## src/rtl/prim_clock_gate_ctrl.sv

```systemverilog
// Enable-side controller for a clock-gating cell: detects sustained idleness, runs a
// quiesce req/ack handshake, gates the clock, and restores it with a fixed settle delay.
module prim_clock_gate_ctrl #(
  parameter int IdleCycles = 16,
  parameter int WakeCycles = 2,
  parameter int IdleW      = $clog2(IdleCycles + 1),
  parameter int WakeW      = $clog2(WakeCycles + 1)
) (
  input  logic clk_i,
  input  logic rst_i,
  input  logic auto_gate_en_i,
  input  logic busy_i,
  input  logic wake_i,
  input  logic quiesce_ack_i,
  output logic clk_en_o,
  output logic quiesce_req_o,
  output logic gated_o,
  output logic wake_done_o
);

  typedef enum logic [1:0] {RUN, REQ, GATED, WAKE} state_e;

  localparam logic [IdleW-1:0] IdleLast = IdleW'(IdleCycles - 1);
  localparam logic [IdleW-1:0] IdleMax  = IdleW'(IdleCycles);
  localparam logic [WakeW-1:0] WakeLast = WakeW'(WakeCycles - 1);

  state_e           state_q, state_d;
  logic [IdleW-1:0] idle_cnt_q, idle_cnt_d;
  logic [WakeW-1:0] wake_cnt_q, wake_cnt_d;
  logic             wake_done_d;
  logic             idle;
  logic             abort;

  assign idle  = auto_gate_en_i & ~busy_i;
  assign abort = busy_i | wake_i | ~auto_gate_en_i;

  always_comb begin
    state_d     = state_q;
    idle_cnt_d  = '0;
    wake_cnt_d  = '0;
    wake_done_d = 1'b0;
    case (state_q)
      RUN: begin
        if (idle) begin
          idle_cnt_d = (idle_cnt_q == IdleMax) ? IdleMax : idle_cnt_q + IdleW'(1);
          if (idle_cnt_q == IdleLast) begin
            state_d = REQ;
          end
        end
      end
      REQ: begin
        // Abort wins over a same-cycle ack so the domain never stops while it has work.
        if (abort) begin
          state_d = RUN;
        end else if (quiesce_ack_i) begin
          state_d = GATED;
        end
      end
      GATED: begin
        if (wake_i || !auto_gate_en_i) begin
          state_d = WAKE;
        end
      end
      WAKE: begin
        if (wake_cnt_q == WakeLast) begin
          state_d     = RUN;
          wake_done_d = 1'b1;
        end else begin
          wake_cnt_d = wake_cnt_q + WakeW'(1);
        end
      end
      default: state_d = RUN;
    endcase
  end

  // Outputs are registered copies of the next-state decode, so nothing is combinational to a pin.
  always_ff @(posedge clk_i) begin
    if (rst_i) begin
      state_q       <= RUN;
      idle_cnt_q    <= '0;
      wake_cnt_q    <= '0;
      clk_en_o      <= 1'b1;
      quiesce_req_o <= 1'b0;
      gated_o       <= 1'b0;
      wake_done_o   <= 1'b0;
    end else begin
      state_q       <= state_d;
      idle_cnt_q    <= idle_cnt_d;
      wake_cnt_q    <= wake_cnt_d;
      clk_en_o      <= (state_d != GATED);
      quiesce_req_o <= (state_d != RUN);
      gated_o       <= (state_d == GATED);
      wake_done_o   <= wake_done_d;
    end
  end

endmodule

```

## config.mk

```make
export PLATFORM = sky130hd
export DESIGN_NAME = prim_clock_gate_ctrl
export DESIGN_NICKNAME = d
export VERILOG_FILES = /design/src/rtl/prim_clock_gate_ctrl.sv
export SDC_FILE = /design/constraint.sdc
export NUM_CORES = 1
export LEC_CHECK = 0
export ABC_AREA = 1
export BUFFER_PORTS_ARGS = -buffer_cell sky130_fd_sc_hd__buf_2
export CAP_MARGIN = 20
export CORE_AREA = 3 3 40 42
export CTS_CLUSTER_SIZE = 40
export DETAILED_ROUTE_END_ITERATION = 10
export DIE_AREA = 0 0 43 45
export HOLD_SLACK_MARGIN = 0.03
export PLACE_DENSITY = 0.67
export SLEW_MARGIN = 5
export SYNTH_ARGS = -nofsm -noshare
export SYNTH_HDL_FRONTEND = slang
export SYNTH_SLANG_ARGS = --single-unit
```

## constraint.sdc

```tcl
create_clock -name clk_i -period 1.6 [get_ports clk_i]
set_clock_uncertainty 0.1 [all_clocks]
set_input_delay 0.32 -clock clk_i [delete_from_list [all_inputs] [get_ports clk_i]]
set_output_delay 0.32 -clock clk_i [all_outputs]
set_load 0.02 [all_outputs]
```

==> flow_metrics.py, run 1 <==
metrics = {
    "sta": {
        "final_max_slew_viol_count": 0,
        "min_period_over_period_pct": 84.4,
        "rsz0062_at_grt": "no",
        "setup_viol": 0,
        "fmax_ghz": 0.741,
        "hold_violations": 0,
        "setup_tns_ps": 0,
        "worst_pin_slew_ps": 206,
        "period_needed_ps": 1350,
        "whs_ps": 144,
        "relSlewSlack_pct": 86.2,
    },
    "power_and_ir_drop": {
        "p_sw_share_pct": 20.7,
        "power_frac_clock_pct": 35.9,
        "power_switching_uw": 112,
        "total_power_uw": 542,
        "power_frac_comb_pct": 4.1,
        "vdd_drop_max_mv": 0.396,
        "powerDensity_mw_per_mm2": 771,
        "p_seq_share_pct": 60.1,
        "p_int_uw": 430,
        "leakage_nw": 0.341,
    },
    "cells_and_area": {
        "layout_common_cells": "nor2_1, inv_1, nand2_1, dfxtp_1, buf_2",
        "stdcell_count": 109,
        "seqCellArea_um2": 260,
        "diodes": 0,
        "drive_gt1_share_pct": 27.7,
        "multiInputGateArea_um2": 289,
        "fillers": 136,
        "layout_commonest_cell": "nor2_1",
        "area_growth_pct": 14.7,
        "fin_nets": 105,
        "final_core_util_pct": 54.7,
    },
    "synth": {
        "synth.distinct_cells": 15,
        "postSynthCellCount": 81,
        "synth_area_um2": 613,
        "avgSynthCellArea_um2": 7.57,
        "synth_top_area_share_pct": 42.4,
        "synth.net_count": 91,
        "yosysSeqAreaShare_pct": 42.4,
        "synth_area_leader_cell": "dfxtp_1",
        "synth-seq-cells": 13,
        "ys.warnings.count": 0,
        "ys_top_cells_by_area": "dfxtp_1, nor2_1, ha_1",
    },
    "floorplanning": {
        "die_h_um": 45,
        "row_count": 13,
        "pin_count": 10,
        "die_w_um": 43,
        "dieArea_mm2": 0.00194,
        "core-area_mm2": 0.00128,
        "initial_core_util_pct": 47.7,
    },
    "clock_tree": {
        "cts.sinks": 13,
        "htreeDepth": 1,
        "cts_resized": 0,
        "clock_path_buffers": 2,
        "ctsRootBufferMaster": "clkbuf_4",
        "cts_tree": "done",
        "cts_hold_buf": 0,
        "clk_latency_ps": 270,
        "cts_buffers": 3,
        "cts.clk_slew.worst_paths_ps": 70,
        "post-cts-setup-buffers": 0,
    },
    "setup_path": {
        "regToRegEndpoint": "quiesce_req_o",
        "start_kind": "flop",
        "cpPeakStageDelay_ps": 340,
        "critPathTopFamily": "simple AND/OR/NAND/NOR gates",
        "arrival_ps": 1420,
        "path_class": "reg -> reg",
        "crit_chain": "ha_1, nand2_1, nor2_1, ha_1, nand2_1, nand3_2, nand2_1, nand2_1",
        "r2r_cells": 8,
        "crit_path_frequent_cell": "nand2_1",
        "crit_required_ps": 1670,
        "crit_slowest_cell": "dfxtp_1",
        "endpoint_kind": "flop",
        "rrSetupSlack_ps": 250,
        "r2r_start": "idle_cnt_q[0]",
        "cp_max_fo": 4,
        "path_buf_inv": 0,
    },
    "hold_path": {
        "hold_depth": 2,
        "hold_end": "wake_done_o",
        "min_path_type": "in -> reg",
        "worstHoldStart": "rst_i",
    },
    "grt": {
        "grt_first_pass_wirelength_mm": 1.62,
        "antenna_found_initial": 0,
        "grt_max_degree": 8,
        "grt_usage_pct": 11.9,
        "grt_pass1_vias": 422,
        "grt_overflow": 0,
    },
    "detailed_routing": {
        "met3RoutedLength_um": 66,
        "maxUsedRoutingLayer": "met4",
        "final_antenna_net_count": 0,
        "wl_met2_um": 431,
        "wl_per_cell_um": 8.55,
        "drc": 0,
        "vias": 480,
        "post_drt_via_cell_ratio": 4.40,
        "drt_iter0_markers": 8,
        "dr.pass1.iters": 4,
        "wirelength_um": 932,
        "met1Wirelength_um": 423,
    },
    "placement": {
        "hpwl_um": 759,
        "dp_cells": 105,
        "io_buffers": 9,
        "gp_congestion": 0.712,
    },
    "run_status": {
        "status": "complete, no violations",
    },
    "flow_run": {
        "cap_violations": 0,
    },
}
==> layer usage <==
metal / up-vias / GRT usage, %
li1: 269 / -
met1: 200 / 12.2
met2: 9 / 19.2
met3: 2 / 7.57
met4: 0 / 5.42
met5: - / 0
==> power groups by stage <==
stage	registers [mW]	clock network, mW	logic, mW
global route	0.326	0.219	0.0257
global placement	0.333	0	0.0217
finish	0.326	0.195	0.0220
floorplan	0.333	0	0.0123
detailed placement	0.333	0	0.0221
CTS	0.326	0.201	0.0221
==> synth_stat cells <==
cell,number
xor2_1,1
nor2_4,1
nand2_2,2
nand2_1,13
inv_1,13
nor2_2,3
ha_1,4
a21oi_1,2
dfxtp_1,13
nor3b_2,1
inv_2,4
nand3_1,5
nand3_2,3
o21ai_0,1
nor2_1,15
==> registers in the layout, indices dropped and copies added, names as in the netlist <==
name / flops
clk_en_o: 1
gated_o: 1
idle_cnt_q: 5
quiesce_req_o: 1
state_q: 2
wake_cnt_q: 2
wake_done_o: 1
==> worst register-to-register path, delay by kind of cell (launching register included) <==
family	cells	cell delay, ps
AND/OR/NAND/NOR	6	430
adder cells (fa/ha/maj)	2	370
flip-flops	1	340
==> cell type report <==
| class | count | share of cell area [%] |
|---|---|---|
| sequential | 13 | 37.0 |
| timing repair buffer | 9 | 6.41 |
| clock buffer | 4 | 3.74 |
| tap | 15 | 2.67 |
| multi-input combinational | 51 | 41.1 |
| inverter | 17 | 9.07 |
==> worst max path at each step <==
stage,from,end,slack (ps),cells past startpoint
CTS,idle_cnt_q[0],quiesce_req_o,240,8
global placement,idle_cnt_q[0],quiesce_req_o,290,8
detailed placement,idle_cnt_q[0],quiesce_req_o,260,8
finish,idle_cnt_q[0],quiesce_req_o,250,8
global route,idle_cnt_q[0],quiesce_req_o,140,8
floorplan,idle_cnt_q[0],quiesce_req_o,330,8
==> cell families (layout without fill, tap and decap cells) <==
group | count (synthesis) | after routing | synth area share [%]
AO/OA/AOI/OAI | 3 | 3 | 2.45
XOR/XNOR | 1 | 1 | 1.43
adder cells (fa/ha/maj) | 4 | 4 | 8.16
buffers and inverters | 17 | 30 | 10.4
flip-flops | 13 | 13 | 42.4
AND/OR/NAND/NOR | 43 | 43 | 35.1
==> stage by stage <==
stage | cell area (um2) | setup WS, ps
2_1_floorplan | 613 | 327
3_3_place_gp | 677 | 292
3_5_place_dp | 677 | 260
4_1_cts | 703 | 244
5_1_grt | 703 | 144
6_report | 703 | 250
Power figures use the tool's default switching activity.
==> run 2: changes to the inputs <==
- clock period: 1.6 -> 1.4 ns (I/O delays scaled with it)
==> run 2 against run 1 <==
Effect of this change:
- sequential share of layout area fell by 0.28 points
- flip-flop and latch count did not move
- largest power group unchanged
- final area rose by 1.2%
- highest routed layer unchanged
- utilization rose by 0.68 points
- first-iteration DRC count rose by 50%
- clock-buffer cell count did not move
- clock power rose by 14%
- maximum frequency rose by 3.6%
- non-clock buffer count did not move
- cell count did not move
- critical path depth did not move
==> flow_metrics.py, run 2 (synthesized netlist as in run 1, its figures left out) <==
metrics = {
    "run_status": {
        "status": "complete, no violations",
    },
    "cells_and_area": {
        "layout_common_cells": "nor2_1, inv_1, dfxtp_1",
        "largest_registers": "idle_cnt_q x5, state_q x2, wake_cnt_q x2",
        "final_core_util_pct": 55.4,
        "largest_reg_flops": 5,
        "fillers": 139,
        "diodes": 0,
        "area_growth_pct": 16.1,
        "final_area_um2": 712,
        "regMostFlops": "idle_cnt_q",
        "drive_gt1_share_pct": 31.9,
        "fin_nets": 105,
        "layout_commonest_cell": "nor2_1",
        "stdcell_count": 109,
    },
    "sta": {
        "min_period_over_period_pct": 93.1,
        "period_needed_ps": 1300,
        "rsz0062_at_grt": "no",
        "hold_violations": 0,
        "setup_tns_ps": 0,
        "worst_pin_slew_ps": 202,
        "fmax_ghz": 0.767,
        "setup_viol": 0,
        "relSlewSlack_pct": 86.5,
        "final_max_slew_viol_count": 0,
    },
    "flow_run": {
        "cap_violations": 0,
    },
    "setup_path": {
        "path_class": "reg -> reg",
        "crit_required_ps": 1470,
        "endpoint_kind": "flop",
        "r2r_cells": 8,
        "r2r_start": "idle_cnt_q[0]",
        "rrSetupSlack_ps": 100,
        "start_kind": "flop",
        "cp_max_fo": 4,
        "regToRegEndpoint": "quiesce_req_o",
        "arrival_ps": 1380,
        "crit_slowest_cell": "dfxtp_2",
        "crit_chain": "ha_2, nand2_1, nor2_1, ha_1, nand2_2, nand3_2, nand2_2, nand2_1",
        "cpPeakStageDelay_ps": 340,
    },
    "floorplanning": {
        "dieArea_mm2": 0.00194,
        "row_count": 13,
        "die_h_um": 45,
        "initial_core_util_pct": 47.7,
        "core-area_mm2": 0.00128,
        "die_w_um": 43,
        "pin_count": 10,
    },
    "detailed_routing": {
        "drt_iter0_markers": 12,
        "vias": 488,
        "final_antenna_net_count": 0,
        "dr.pass1.iters": 3,
        "post_drt_via_cell_ratio": 4.48,
        "drc": 0,
        "wl_per_cell_um": 8.60,
        "wirelength_um": 937,
    },
    "clock_tree": {
        "cts_buffers": 3,
        "clk_latency_ps": 270,
        "ctsRootBufferMaster": "clkbuf_4",
        "htreeDepth": 1,
        "cts_hold_buf": 0,
        "cts_tree": "done",
        "cts.sinks": 13,
        "clock_path_buffers": 2,
        "cts.clk_slew.worst_paths_ps": 70,
    },
    "grt": {
        "grt_pass1_vias": 422,
        "grt_max_degree": 8,
        "grt_overflow": 0,
        "antenna_found_initial": 0,
        "grt_usage_pct": 11.9,
        "grt_first_pass_wirelength_mm": 1.62,
    },
    "hold_path": {
        "worstHoldStart": "rst_i",
        "hold_depth": 2,
        "hold_end": "wake_done_o",
        "min_path_type": "in -> reg",
    },
    "power_and_ir_drop": {
        "vdd_drop_max_mv": 0.455,
        "leakage_nw": 0.340,
        "power_frac_comb_pct": 4.2,
        "p_sw_share_pct": 20.8,
        "p_seq_share_pct": 60.0,
        "p_int_uw": 492,
        "powerDensity_mw_per_mm2": 872,
        "power_switching_uw": 129,
        "power_frac_clock_pct": 35.8,
    },
    "placement": {
        "dp_cells": 105,
        "hpwl_um": 759,
        "io_buffers": 9,
        "placed_area_um2": 677,
        "gp_congestion": 0.712,
    },
}
-- run 2: cell counts in the layout (fill, tap and decap cells not counted) --
No cell type changed its count.
-- run 2: area by class of cell --
class / count / area (um2) / share of cell area [%]
sequential: 13 / 262 / 36.7
multi-input combinational: 51 / 297 / 41.7
inverter: 17 / 63.8 / 8.96
timing repair buffer: 9 / 45.0 / 6.33
clock buffer: 4 / 26.3 / 3.69
tap: 15 / 18.8 / 2.64
-- run 2: how the worst max path moves through the flow --
stage	start	to	slack [ps]	depth (start not counted)
5_1_grt	idle_cnt_q[0]	quiesce_req_o	10	8
4_1_cts	idle_cnt_q[0]	quiesce_req_o	40	8
6_report	idle_cnt_q[0]	quiesce_req_o	100	8
3_5_place_dp	idle_cnt_q[0]	quiesce_req_o	60	8
2_1_floorplan	idle_cnt_q[0]	quiesce_req_o	130	8
3_3_place_gp	idle_cnt_q[0]	quiesce_req_o	90	8
-- run 2: what timing repair did --
action,in CTS,in global routing
setup buffers,0,0
endpoints found under the setup margin,0,2
resized for setup,0,4
-- run 2: layer usage --
metal,up-vias,track usage (%),part of all wire (%)
met5,-,0,0
met4,0,5.42,1.1
met3,2,7.57,7.5
met2,9,19.2,48
met1,208,12.2,43
li1,269,-,-
-- run 2: per-stage QoR --
stage | power (mW) | hold slack, ps | setup slack (ps)
final | 0.621 | 102 | 96.3
after global routing | 0.653 | 96.6 | 13.7
after CTS | 0.628 | 100 | 44.3
after detailed placement | 0.406 | 315 | 59.8
after global placement | 0.406 | 307 | 91.6
after floorplan | 0.395 | 252 | 127
-- run 2: power by group through the flow --
stage               registers [mW]  clock network [mW]  logic (mW)
floorplan                    0.381                   0      0.0141
global placement             0.381                   0      0.0248
detailed placement           0.381                   0      0.0253
CTS                          0.372               0.230      0.0253
global route                 0.373               0.250      0.0301
finish                       0.373               0.222      0.0259
-- run 2: critical path: cells and delay by family (launching register included) --
| family | cells | cell delay, ps |
|---|---|---|
| AND/OR/NAND/NOR | 6 | 400 |
| adder cells (fa/ha/maj) | 2 | 350 |
| flip-flops | 1 | 340 |
